===== config.mk =====
export PLATFORM = sky130hd
export DESIGN_NAME = rv32i_decoder
export DESIGN_NICKNAME = d
export VERILOG_FILES = /design/src/rtl/rv32i_pkg.sv /design/src/rtl/rv32i_imm_gen.sv /design/src/rtl/rv32i_decoder.sv
export SDC_FILE = /design/constraint.sdc
export NUM_CORES = 1
export LEC_CHECK = 0
export ABC_AREA = 0
export ABC_CLOCK_PERIOD_IN_PS = 800
export CORE_MARGIN = 2
export CORE_UTILIZATION = 36
export DETAILED_ROUTE_END_ITERATION = 12
export MAX_ROUTING_LAYER = met4
export PLACE_DENSITY_LB_ADDON = 0.08
export SLEW_MARGIN = 20
export SYNTH_ARGS = -nofsm -noshare
export SYNTH_HDL_FRONTEND = slang
export SYNTH_HIERARCHICAL = 1
export SYNTH_SLANG_ARGS = --single-unit
export TNS_END_PERCENT = 100

===== constraint.sdc =====
create_clock -name clk -period 0.8 [get_ports clk]
set_clock_uncertainty 0.1 [all_clocks]
set_input_delay 0.16 -clock clk [delete_from_list [all_inputs] [get_ports clk]]
set_output_delay 0.16 -clock clk [all_outputs]
set_load 0.05 [all_outputs]

===== src/rtl/rv32i_pkg.sv =====
// Shared RV32I decode definitions: opcode map, immediate formats, decoded-record layout.
// No logic; pure types and constants.
// No flow control.
package rv32i_pkg;

    localparam int WORD_W = 32;

    localparam logic [6:0] OP_LUI    = 7'b0110111;
    localparam logic [6:0] OP_AUIPC  = 7'b0010111;
    localparam logic [6:0] OP_JAL    = 7'b1101111;
    localparam logic [6:0] OP_JALR   = 7'b1100111;
    localparam logic [6:0] OP_BRANCH = 7'b1100011;
    localparam logic [6:0] OP_LOAD   = 7'b0000011;
    localparam logic [6:0] OP_STORE  = 7'b0100011;
    localparam logic [6:0] OP_IMM    = 7'b0010011;
    localparam logic [6:0] OP_REG    = 7'b0110011;
    localparam logic [6:0] OP_FENCE  = 7'b0001111;
    localparam logic [6:0] OP_SYSTEM = 7'b1110011;

    typedef enum logic [2:0] {
        IMM_NONE,
        IMM_I,
        IMM_S,
        IMM_B,
        IMM_U,
        IMM_J
    } imm_fmt_t;

    typedef struct packed {
        logic [6:0]        opcode;
        logic [4:0]        rs1;
        logic [4:0]        rs2;
        logic [4:0]        rd;
        logic [2:0]        funct3;
        logic [6:0]        funct7;
        logic [WORD_W-1:0] imm;
        logic [WORD_W-1:0] pc;
        logic              illegal;
    } decode_t;

endpackage


===== src/rtl/rv32i_imm_gen.sv =====
// Immediate builder: reassembles and sign-extends the immediate for a given format.
// Combinational, zero latency.
// No flow control.
module rv32i_imm_gen
    import rv32i_pkg::*;
(
    input  logic [31:7]       instr,
    input  imm_fmt_t          fmt,
    output logic [WORD_W-1:0] imm
);

    // Opcode bits are not needed here, so only instr[31:7] is passed in.
    always_comb begin
        imm = '0;
        case (fmt)
            IMM_I:   imm = {{20{instr[31]}}, instr[31:20]};
            IMM_S:   imm = {{20{instr[31]}}, instr[31:25], instr[11:7]};
            IMM_B:   imm = {{19{instr[31]}}, instr[31], instr[7], instr[30:25], instr[11:8], 1'b0};
            IMM_U:   imm = {instr[31:12], 12'b0};
            IMM_J:   imm = {{11{instr[31]}}, instr[31], instr[19:12], instr[20], instr[30:21], 1'b0};
            default: imm = '0;
        endcase
    end

endmodule


===== src/rtl/rv32i_decoder.sv =====
// RV32I decode stage: field slicing, immediate generation, illegal-opcode flag.
// One-cycle latency; every output registered.
// No backpressure: a new instruction is accepted on every clock edge.
module rv32i_decoder
    import rv32i_pkg::*;
#(
    parameter int XLEN = 32
) (
    input  logic            clk,
    input  logic            rst_n,
    input  logic [XLEN-1:0] instr_input,
    input  logic [XLEN-1:0] pc,
    output logic [6:0]      opcode,
    output logic [4:0]      rs1,
    output logic [4:0]      rs2,
    output logic [4:0]      rd,
    output logic [2:0]      funct3,
    output logic [6:0]      funct7,
    output logic [XLEN-1:0] imm,
    output logic [XLEN-1:0] pc_out,
    output logic            illegal
);

    imm_fmt_t          fmt;
    logic              illegal_d;
    logic [WORD_W-1:0] imm_d;
    decode_t           dec_d;
    decode_t           dec_q;

    // R-type and FENCE are legal but carry no immediate.
    always_comb begin
        fmt       = IMM_NONE;
        illegal_d = 1'b0;
        case (instr_input[6:0])
            OP_IMM, OP_LOAD, OP_JALR, OP_SYSTEM: fmt = IMM_I;
            OP_STORE:                            fmt = IMM_S;
            OP_BRANCH:                           fmt = IMM_B;
            OP_LUI, OP_AUIPC:                    fmt = IMM_U;
            OP_JAL:                              fmt = IMM_J;
            OP_REG, OP_FENCE:                    fmt = IMM_NONE;
            default:                             illegal_d = 1'b1;
        endcase
    end

    rv32i_imm_gen u_imm_gen (
        .instr (instr_input[31:7]),
        .fmt   (fmt),
        .imm   (imm_d)
    );

    always_comb begin
        dec_d         = '0;
        dec_d.opcode  = instr_input[6:0];
        dec_d.rs1     = instr_input[19:15];
        dec_d.rs2     = instr_input[24:20];
        dec_d.rd      = instr_input[11:7];
        dec_d.funct3  = instr_input[14:12];
        dec_d.funct7  = instr_input[31:25];
        dec_d.imm     = imm_d;
        dec_d.pc      = pc;
        dec_d.illegal = illegal_d;
    end

    always_ff @(posedge clk or negedge rst_n) begin
        if (!rst_n) begin
            dec_q <= '0;
        end else begin
            dec_q <= dec_d;
        end
    end

    assign opcode  = dec_q.opcode;
    assign rs1     = dec_q.rs1;
    assign rs2     = dec_q.rs2;
    assign rd      = dec_q.rd;
    assign funct3  = dec_q.funct3;
    assign funct7  = dec_q.funct7;
    assign imm     = dec_q.imm;
    assign pc_out  = dec_q.pc;
    assign illegal = dec_q.illegal;

endmodule


Word-level counts from Yosys, hierarchy flattened
Cells that the tools add are included.

Register bits: 97. Input bits: 66. Output and inout port bits: 97. Word-level logic and storage cells: 31.

Eq/ne operators: 16. Multiplexer cells: 3. Reductions and logical operators: 3.

Operators with widths (number): case mux 32 bit (5 select lines) (1); == test 7 bit, second input constant (4); == test 7 x 6 -> 1 bit, second input constant (3); case mux 3 bit (5 select lines) (1); == test 7 x 5 -> 1 bit, second input constant (2); OR reduction 11 bit (1); == test 7 x 2 -> 1 bit, second input constant (1); == test 7 x 4 -> 1 bit, second input constant (1); == test 3 x 2 -> 1 bit, second input constant (2); == test 3 bit, second input constant (2); OR reduction 4 bit (1); == test 3 x 1 -> 1 bit, second input constant (1); OR reduction 2 bit (1); two-way mux 1 bit (1).

Depth between registers and ports, before layout
Gate-level depths: netlist (run 1).

Word-level depth: 5. Gate-level depth with buffers: 8. Depth with buffers taken out: 6.

Hierarchy
The synthesis (run 1) kept the hierarchy.

By module, submodules not included: rv32i_decoder (instances 1, cells an instance 115, area an instance 2539.9 µm², sequential area each 2427.3 µm²); rv32i_imm_gen (instances 1, cells an instance 66, area an instance 390.4 µm², sequential area each 0.0 µm²).

Worst setup path before layout (run 1)
No wires, ideal clock.

Path type: input to register. Start point: input instr_input[6]. End point: register dec_q (netlist bit imm[10]). Library setup time: 0.119 ns. Data arrival time: 1.555 ns. Data required time: 0.581 ns. Slack: -0.975 ns. Stages on the path: 6. Buffers on the path: 0. Cell sequence: and2_1 -> nand3b_1 -> a211oi_1 -> nor2b_4 -> or2_1 -> and2_1.

Cells in the longest elaborated chain, start to end: 5. Elaborated cells between the ends (all ways): 18. Classes of those cells: 14 x eq/ne; 2 x mux; 2 x reduce/logical.

RTL lines: start, declared (line rv32i_decoder.sv:11) `input logic [XLEN-1:0] instr_input,`; == test 7 x 5 -> 1 bit, or another cell as far along (line rv32i_decoder.sv:34) `case (instr_input[6:0])`; OR reduction 4 bit or OR reduction 2 bit (tied branches); case mux 3 bit (5 select lines) * (line rv32i_decoder.sv:34); net fmt[2] (line rv32i_decoder.sv:24) `imm_fmt_t fmt;`; == test 3 bit, or another cell as far along (line rv32i_imm_gen.sv:15) `case (fmt)`; case mux 32 bit (5 select lines) * (line rv32i_imm_gen.sv:15); net imm_d[10] (line rv32i_decoder.sv:26) `logic [WORD_W-1:0] imm_d;`; end signal, assigned (line rv32i_decoder.sv:66) `dec_q <= '0;`; end signal, assigned (line rv32i_decoder.sv:68) `dec_q <= dec_d;`; end, declared (line rv32i_decoder.sv:28) `decode_t dec_q;`.

The timed path passes the listed nets; every way through them passes the cells marked *.

Final worst setup path (run 1)
Start point: input instr_input[5]. End point: register dec_q (netlist bit imm[25]).

The elaborated chain is that of the path after synthesis.

==> flow_summary.toml, run 1 <==
[outcome]
run_status = "finished, violations left"
violations_in_the_final_reports = "setup timing"

[drt]
via_per_inst = 4.54
ant_nets = 0
routedWlPerCell_um = 18.7
iter_0_drt_violations = 53
detailroute.via_count = 2264
routed_wl_um = 9330
drtPass1Iterations = 4
route.detailed.drc = 0

[hold_path]
hp-class = "input pin to flop"

[finish]
layout_common_cells = "sky130_fd_sc_hd__buf_12, sky130_fd_sc_hd__dfrtp_2, sky130_fd_sc_hd__clkdlybuf4s50_1"
fin_nets = 459
antenna_cells_inserted = 0
final_layout_size_suffix_gt1_share_pct = 73.6
final_cells = 499
final_common_cell = "sky130_fd_sc_hd__buf_12"
area_overhead_of_the_layout_relative_to_synthesis_pct = 126
final_area_sq_um = 6620

[sta]
timing.final.max_slew_violations = 0
final.period_utilization_pct = 169
timing_worst_slew_pin_value_ps = 364
timing.final.setup_violations = 131
period_minus_slack_ps = 1350
slew_headroom_pct = 75.7
clock.fmax_mhz = 741
hold_viol = 0
fin_tns_setup_ps = -52880
timing.final.ws_setup_ps = -549
setup_repair_after_global_routing_missed_its_margin = "true"

[place]
placed_cells = 470
post-dp-hpwl_um = 6800
place_area_sq_um = 6050
place_congestion = 0.766
port_buffers = 162

[grt]
globalRouteMet2Util_pct = 39.0
initial_antenna_violation_count = 0
grt_pass1_wl_um = 13600
gr-usage-met1_pct = 22.7
globalRouteMet3Util_pct = 6.58
first_global_vias = 2537
grt.overflow.total = 0
grt.busiest_layer = "met2"
grtUsageTotal_pct = 21.7
grt_start_max_net_pins = 24

[worst_setup_path]
worstSetupEndpointType = "flop"
critPathMaxStageDelay_ps = 290
cpMostUsedCell = "sky130_fd_sc_hd__buf_6"
timing.critical_path.max_delay_family = "compound AO/OA/AOI/OAI gates"
timing.critical_path.from_type = "input pin"
worst_endpoint_data_arrival_time_ps = 1490
critPathRequiredTime_ps = 940
path_class = "input pin to flop"
path_cells = "buf_6 -> and2_4 -> nand3b_1 -> a211oi_4 -> buf_6 -> buf_6 -> nor2b_4 -> o21ai_4 -> buf_6 -> o21ai_2"
slowest_cp_cell = "sky130_fd_sc_hd__a211oi_4"
cp_max_fo = 6
cp_num_buf_inv = 4

[clocking]
htree_num_levels = 3
clockBufferDepth = 2
cts_tree = "built"
inserted_clock_buffers = 9
clk_pin_slew_ps = 90
cts.root.buffer_cell = "sky130_fd_sc_hd__clkbuf_8"
cts_num_sinks = 97

[floorplanning]
io-pin-count = 163
std_cell_rows = 32
vert_die_dim_um = 94.2
die_w_um = 94.2
die_area_sq_um = 8880
core_sq_um = 7810
floorplan.initialDensity_pct = 37.5

[synthesis]
netlist_instances = 181
syn_area_sq_um = 2930
portion_of_the_post_synthesis_area_used_by_sequential_elements_pct = 82.8
yosysUniqueCellTypes = 30
synth-edff-count = 0
synthFlopType = "sky130_fd_sc_hd__dfrtp_1"
synth.ff_latch_count = 97
synth-async-reset-ratio_pct = 100
yosysWarningCount = 6
post_synth.cell_area_avg_sq_um = 16.2
synth.net_count = 247

[flow_run]
drv.max_cap_violation_count = 0

[power]
power.total_uw = 11300
p_per_area_nw_per_um2 = 1710
p_leak_uw = 0.00288
vdd.ir_drop.worst_uv = 1040
## per-layer routing
metal | vias up | wire (um)
met5 | - | 0
met4 | 0 | 137
met3 | 13 | 747
met2 | 106 | 5230
met1 | 1126 | 3220
li1 | 1019 | -
## tightest hold or removal path, stage by stage
cell and delay [ps]:
sky130_fd_sc_hd__buf_6 70, sky130_fd_sc_hd__buf_6 110, sky130_fd_sc_hd__buf_6 100
## cells in the mapped netlist (2+ instances only)
| library cell | instances | share of area [%] |
|---|---|---|
| sky130_fd_sc_hd__a21o_1 | 8 | 2.0 |
| sky130_fd_sc_hd__a21oi_1 | 3 | 0.51 |
| sky130_fd_sc_hd__a22o_1 | 3 | 0.90 |
| sky130_fd_sc_hd__and2_1 | 7 | 1.5 |
| sky130_fd_sc_hd__buf_2 | 3 | 0.51 |
| sky130_fd_sc_hd__buf_4 | 2 | 0.51 |
| sky130_fd_sc_hd__dfrtp_1 | 97 | 83 |
| sky130_fd_sc_hd__nand2_1 | 18 | 2.3 |
| sky130_fd_sc_hd__nor2_1 | 6 | 0.77 |
| sky130_fd_sc_hd__nor2b_4 | 2 | 0.94 |
| sky130_fd_sc_hd__o21ai_0 | 11 | 1.9 |
| sky130_fd_sc_hd__o21ai_1 | 3 | 0.51 |
## what timing repair did
item	in CTS	in global routing
hold buffers	4	0
endpoints found under the setup margin	130	152
pin swaps	11	12
hold endpoints to repair	101	0
gates resized for setup	59	35
gates cloned	2	1
setup buffers	6	1
## final cells by class
cell class	count	area, sq um
Tap cell	102	128
Timing Repair Buffer	207	3090
Sequential cell	97	2540
Inverter	1	3.75
Multi-Input combinational cell	77	622
Clock inverter	4	76.3
Clock buffer	11	151
Fill cell	367	1190
## kinds of logic (layout without fill, tap and decap cells)
logic type,count (synthesis),count (layout),share of synthesized area (%)
flops,97,97,82.8
simple gates,42,42,7.98
compound gates,35,35,7.90
buf+inv,7,223,1.28
## final timing paths
path / start / end / cells after the start
max: instr_input[5] / imm[25] / 10
min in group asynchronous: rst_n / funct7[5] / 2
min: instr_input[6] / opcode[6] / 3
max in group asynchronous: rst_n / imm[28] / 3
## power by group
group          internal (uW)  total [uW]  leakage [uW]  switching (uW)
logic                   1280        2460       0.00168            1180
clock network           1920        3550      0.000112            1630
registers               5140        5320       0.00109             179
## state kept, by name, summed over array words and instances, names as in the netlist
register  cells
funct3        3
funct7        7
illegal       1
imm          32
opcode        7
pc_out       32
rd            5
rs1           5
rs2           5
## metrics by stage
stage          util [%]  hold WS [ps]  setup slack, ps
2_1_floorplan         -          -236             -676
3_3_place_gp       77.5         -45.0            -1240
3_5_place_dp       77.5         -46.8            -1350
4_1_cts            83.0         -6.24             -498
5_1_grt            84.7          5.20             -603
6_report           84.7          16.5             -549
Power figures use the tool's default switching activity.
==> inputs of run 2 (changes only) <==
PLACE_DENSITY = 0.78   (was not set)
PLACE_DENSITY_LB_ADDON = not set   (was 0.08)
==> run 2 against run 1 <==
Against the previous run: highest routed layer unchanged; the flow finishes with violations (hold timing, setup timing); largest cell class unchanged; critical endpoint is now imm[6]; sequential share of layout area up 0.52 points; first-iteration DRC count up 53%; global-route usage up 0.44 points.
==> flow_summary.toml, run 2 (same netlist as run 1, synthesis figures left out) <==
[grt]
first_global_vias = 2522
grtUsageTotal_pct = 22.2
initial_antenna_violation_count = 0
grt.overflow.total = 0
grt_start_max_net_pins = 35
grt_pass1_wl_um = 14100

[sta]
fin_tns_setup_ps = -52460
timing_worst_slew_pin_value_ps = 363
worst_hold_slack_ps = -18.4
timing.final.ws_setup_ps = -532
period_minus_slack_ps = 1330
setup_repair_after_global_routing_missed_its_margin = "true"
final.period_utilization_pct = 166
hold_viol = 1
timing.final.setup_violations = 130
clock.fmax_mhz = 751
timing.final.max_slew_violations = 0
slew_headroom_pct = 75.8

[power]
power.net_switching_uw = 3000
share_comb_of_total_power_pct = 23.3
p_per_area_nw_per_um2 = 1620
p_leak_uw = 0.00284
pwr-share-seq_pct = 50.4
total_internal_power_uw = 7550
power.total_uw = 10600
power.switching_fraction_pct = 28.4
clockPowerShare_pct = 26.2
vdd.ir_drop.worst_uv = 1230

[clocking]
htree_num_levels = 3
clk_pin_slew_ps = 90
inserted_clock_buffers = 9
clockBufferDepth = 2
cts_tree = "built"
cts_num_sinks = 97
cts.root.buffer_cell = "sky130_fd_sc_hd__clkbuf_8"

[place]
placed_cells = 467
place_congestion = 0.783
post-dp-hpwl_um = 6970
port_buffers = 162

[finish]
final_cells = 504
antenna_cells_inserted = 0
fill_cells = 372
multiInputGateArea_sq_um = 641
final_common_cell = "sky130_fd_sc_hd__buf_12"
fin_nets = 463
final_layout_size_suffix_gt1_share_pct = 72.1
postLayoutCoreUtil_pct = 83.6
layout.area.seq_sq_um = 2540
layout_common_cells = "sky130_fd_sc_hd__buf_12, sky130_fd_sc_hd__dfrtp_2, sky130_fd_sc_hd__clkdlybuf4s50_1"
area_overhead_of_the_layout_relative_to_synthesis_pct = 123

[worst_setup_path]
path_class = "input pin to flop"
cpMostUsedCell = "sky130_fd_sc_hd__and2_4"
path_cells = "buf_6 -> and2_4 -> nand3b_1 -> a211oi_4 -> buf_4 -> nor2b_4 -> or2_4 -> and2_4"
critPathRequiredTime_ps = 940
cp_max_fo = 6
worstSetupEndpointType = "flop"
critPathMaxStageDelay_ps = 340
slowest_cp_cell = "sky130_fd_sc_hd__a211oi_4"
worst_endpoint_data_arrival_time_ps = 1480
timing.critical_path.from_type = "input pin"

[floorplanning]
std_cell_rows = 32
vert_die_dim_um = 94.2
die_w_um = 94.2
floorplan.initialDensity_pct = 37.5
io-pin-count = 163
die_area_sq_um = 8880
core_sq_um = 7810

[drt]
iter_0_drt_violations = 81
route.detailed.drc = 0
routed_wl_um = 9500
detailroute.via_count = 2328
ant_nets = 0
via_per_inst = 4.62
routedWlPerCell_um = 18.8
drtPass1Iterations = 4

[outcome]
violations_in_the_final_reports = "hold timing, setup timing"
run_status = "finished, violations left"

[flow_run]
drv.max_cap_violation_count = 0

[hold_path]
hold_end = "opcode[2]"
hp-class = "input pin to flop"
hold_start = "instr_input[2]"
hold-path-cell-count = 2
## run 2: cell types whose count changed in the layout (fill, tap and decap cells not counted), sizes merged
cell,delta
bufinv,-2
inv,+1
dlygate4sd3,+1
clkinvlp,+3
buf,+5
clkbuf,-2
clkdlybuf4s15,-2
and4bb,+1
## run 2: worst max-delay path by stage
stage	cells past startpoint	from	endpoint	slack, ps
2_1_floorplan	6	instr_input[6]	imm[10]	-680
5_1_grt	9	instr_input[6]	imm[30]	-570
6_report	8	instr_input[6]	imm[6]	-530
3_3_place_gp	8	instr_input[4]	imm[5]	-1280
4_1_cts	9	instr_input[6]	imm[6]	-450
3_5_place_dp	7	instr_input[4]	imm[8]	-1350
## run 2: worst max-delay path: cells and delay by family
family / cells / cell delay, ps
compound gates: 1 / 340
buf+inv: 2 / 240
simple gates: 5 / 720
## run 2: layer usage
layer,vias up,global-route usage (%),part of all wire (%)
met4,0,5.31,1.7
met2,118,39.5,56
met5,-,-,0
met1,1162,24.4,35
li1,1035,-,-
met3,13,6.58,7.1
## run 2: through the flow
step           setup WS, ps  cell area, sq um
6_report               -532              6530
5_1_grt                -565              6530
4_1_cts                -447              6360
3_5_place_dp          -1350              5990
3_3_place_gp          -1280              5990
2_1_floorplan          -676              3070
## run 2: power by group through the flow
stage          Clock (uW)  Sequential (uW)  Combinational (uW)
2_1_floorplan           0             6050                97.2
3_3_place_gp            0             5410                2290
3_5_place_dp            0             5420                2330
4_1_cts              2880             5330                2400
5_1_grt              3110             5340                2560
6_report             2770             5320                2460
## run 2: timing repair
item                       in CTS  in global routing
hold endpoints to repair      104                  3
pin swaps                      10                 15
resized for setup              62                 30
cloned                          2                  1
hold buffers                    5                  1
buffers inserted                8                  6
setup endpoints to repair     130                132
## run 2: final cells by class
cell class	instances	share of cell area (%)
clock buffer	10	1.95
clock inverter	6	0.671
inverter	1	0.0958
multi-input combinational	78	9.81
sequential	97	38.9
tap	102	1.95
timing repair buffer	210	46.6
==> inputs of run 3 (changes only) <==
ABC_AREA = not set   (was 0)
CORE_UTILIZATION = 38   (was 36)
PLACE_DENSITY = 0.81   (was 0.78)
==> run 3 against run 2 <==
Against the previous run: the run still ends with hold timing, setup timing left; largest power group unchanged; sequential share of layout area shrank 0.81 points; clock power rose by 17%; power increased by 5.0%; final cell count unchanged; largest cell class unchanged; wire length grew 12%; critical endpoint is now imm[25]; final area increased by 2.1%; maximum frequency shrank 1.6%; highest routed layer unchanged.
==> flow_summary.toml, run 3 (same netlist as run 1, synthesis figures left out) <==
[drt]
drtPass1Iterations = 4
route.detailed.drc = 0
iter_0_drt_violations = 92
via_per_inst = 4.69
ant_nets = 0
routedWlPerCell_um = 21.2
detailroute.via_count = 2365
routed_wl_um = 10700

[worst_setup_path]
cp_max_fo = 5
slowest_cp_cell = "sky130_fd_sc_hd__a211oi_4"
timing.critical_path.max_delay_family = "simple AND/OR/NAND/NOR gates"
timing.critical_path.from_type = "input pin"
path_cells = "buf_8 -> and2_4 -> nand3b_1 -> a211oi_4 -> buf_6 -> and2b_2 -> buf_6 -> nand2_2 -> o21ai_2"
critical_path_source = "instr_input[5]"
worstSetupEndpointType = "flop"
critPathRequiredTime_ps = 970
crit_cells = 9
cpMostUsedCell = "sky130_fd_sc_hd__buf_6"
critPathCapture = "imm[25]"
critPathMaxStageDelay_ps = 320
path_class = "input pin to flop"
worst_endpoint_data_arrival_time_ps = 1530
cp_num_buf_inv = 3

[sta]
fin_tns_setup_ps = -53020
period_minus_slack_ps = 1350
hold_viol = 1
final.period_utilization_pct = 169
slew_headroom_pct = 84.3
setup_repair_after_global_routing_missed_its_margin = "true"
timing.final.setup_violations = 133
timing.final.ws_setup_ps = -554
timing.final.max_slew_violations = 0
worst_hold_slack_ps = -55.5
clock.fmax_mhz = 738
timing_worst_slew_pin_value_ps = 235

[clocking]
clockBufferDepth = 2
cts_num_sinks = 97
clk_pin_slew_ps = 90
cts.root.buffer_cell = "sky130_fd_sc_hd__clkbuf_8"
htree_num_levels = 3
cts_tree = "built"
inserted_clock_buffers = 9

[outcome]
run_status = "finished, violations left"
violations_in_the_final_reports = "hold timing, setup timing"

[floorplanning]
vert_die_dim_um = 91.8
die_w_um = 91.8
core_sq_um = 7610
std_cell_rows = 32
floorplan.initialDensity_pct = 38.5
die_area_sq_um = 8430
io-pin-count = 163

[flow_run]
drv.max_cap_violation_count = 0

[hold_path]
hp-class = "input pin to flop"
hold-path-cell-count = 2

[grt]
grt_pass1_wl_um = 15300
grt.overflow.total = 0
grtUsageTotal_pct = 25.7
grt_start_max_net_pins = 54
first_global_vias = 2581
initial_antenna_violation_count = 0

[power]
p_per_area_nw_per_um2 = 1660
vdd.ir_drop.worst_uv = 1340
p_leak_uw = 0.00293

[place]
place_congestion = 0.754
post-dp-hpwl_um = 7210
port_buffers = 162
post-place-ws_ps = -1450

[finish]
final_layout_size_suffix_gt1_share_pct = 73.6
final_common_cell = "sky130_fd_sc_hd__buf_12"
fill_cells = 297
fin_nets = 463
antenna_cells_inserted = 0
layout_common_cells = "sky130_fd_sc_hd__buf_12, sky130_fd_sc_hd__dfrtp_2, sky130_fd_sc_hd__clkdlybuf4s50_1"
postLayoutCoreUtil_pct = 87.6
area_overhead_of_the_layout_relative_to_synthesis_pct = 128
[run 3: report_power, final]
| part | switching [uW] | total, uW | internal [uW] | leakage [uW] |
|---|---|---|---|---|
| Combinational | 1210 | 2510 | 1290 | 0.00174 |
| Sequential | 185 | 5330 | 5140 | 0.00109 |
| Clock | 1630 | 3250 | 1620 | 0.000103 |
[run 3: what timing repair did]
action	CTS	global route
gates resized for setup	81	40
gates cloned	2	1
setup endpoints to repair	130	186
buffers inserted	8	5
pin swaps	15	18
hold endpoints to repair	104	2
hold buffers	7	1
[run 3: area by class of cell]
type | count | area, sq um | share of cell area (%)
Clock buffer | 12 | 155 | 2.33
Clock inverter | 4 | 51.3 | 0.769
Inverter | 1 | 3.75 | 0.0563
Multi-Input combinational cell | 78 | 658 | 9.87
Sequential cell | 97 | 2540 | 38.1
Tap cell | 102 | 128 | 1.91
Timing Repair Buffer | 210 | 3130 | 47.0
[run 3: stage by stage]
step	power, uW	area (sq um)	cells
finish	11100	6670	504
global route	11500	6670	504
CTS	11000	6480	500
detailed placement	7760	5990	468
global placement	7680	5990	468
floorplan	6150	3070	181
[run 3: worst min-delay path by stage]
| stage | from | end | slack (ps) |
|---|---|---|---|
| after floorplan | rst_n | funct3[0] | -240 |
| after global routing | instr_input[1] | opcode[1] | -60 |
| after detailed placement | rst_n | imm[10] | -110 |
| after CTS | instr_input[0] | opcode[0] | -70 |
| final | instr_input[1] | opcode[1] | -60 |
| after global placement | rst_n | imm[6] | -120 |
[run 3: metal layers]
metal | vias up | GRT usage (%) | share of wire [%] | routed length, um
met1 | 1183 | 29.0 | 37 | 3980
met4 | 0 | 7.71 | 2.4 | 259
met3 | 20 | 5.75 | 5.1 | 548
li1 | 1037 | - | - | -
met2 | 125 | 45.8 | 55 | 5890
met5 | - | - | 0 | 0
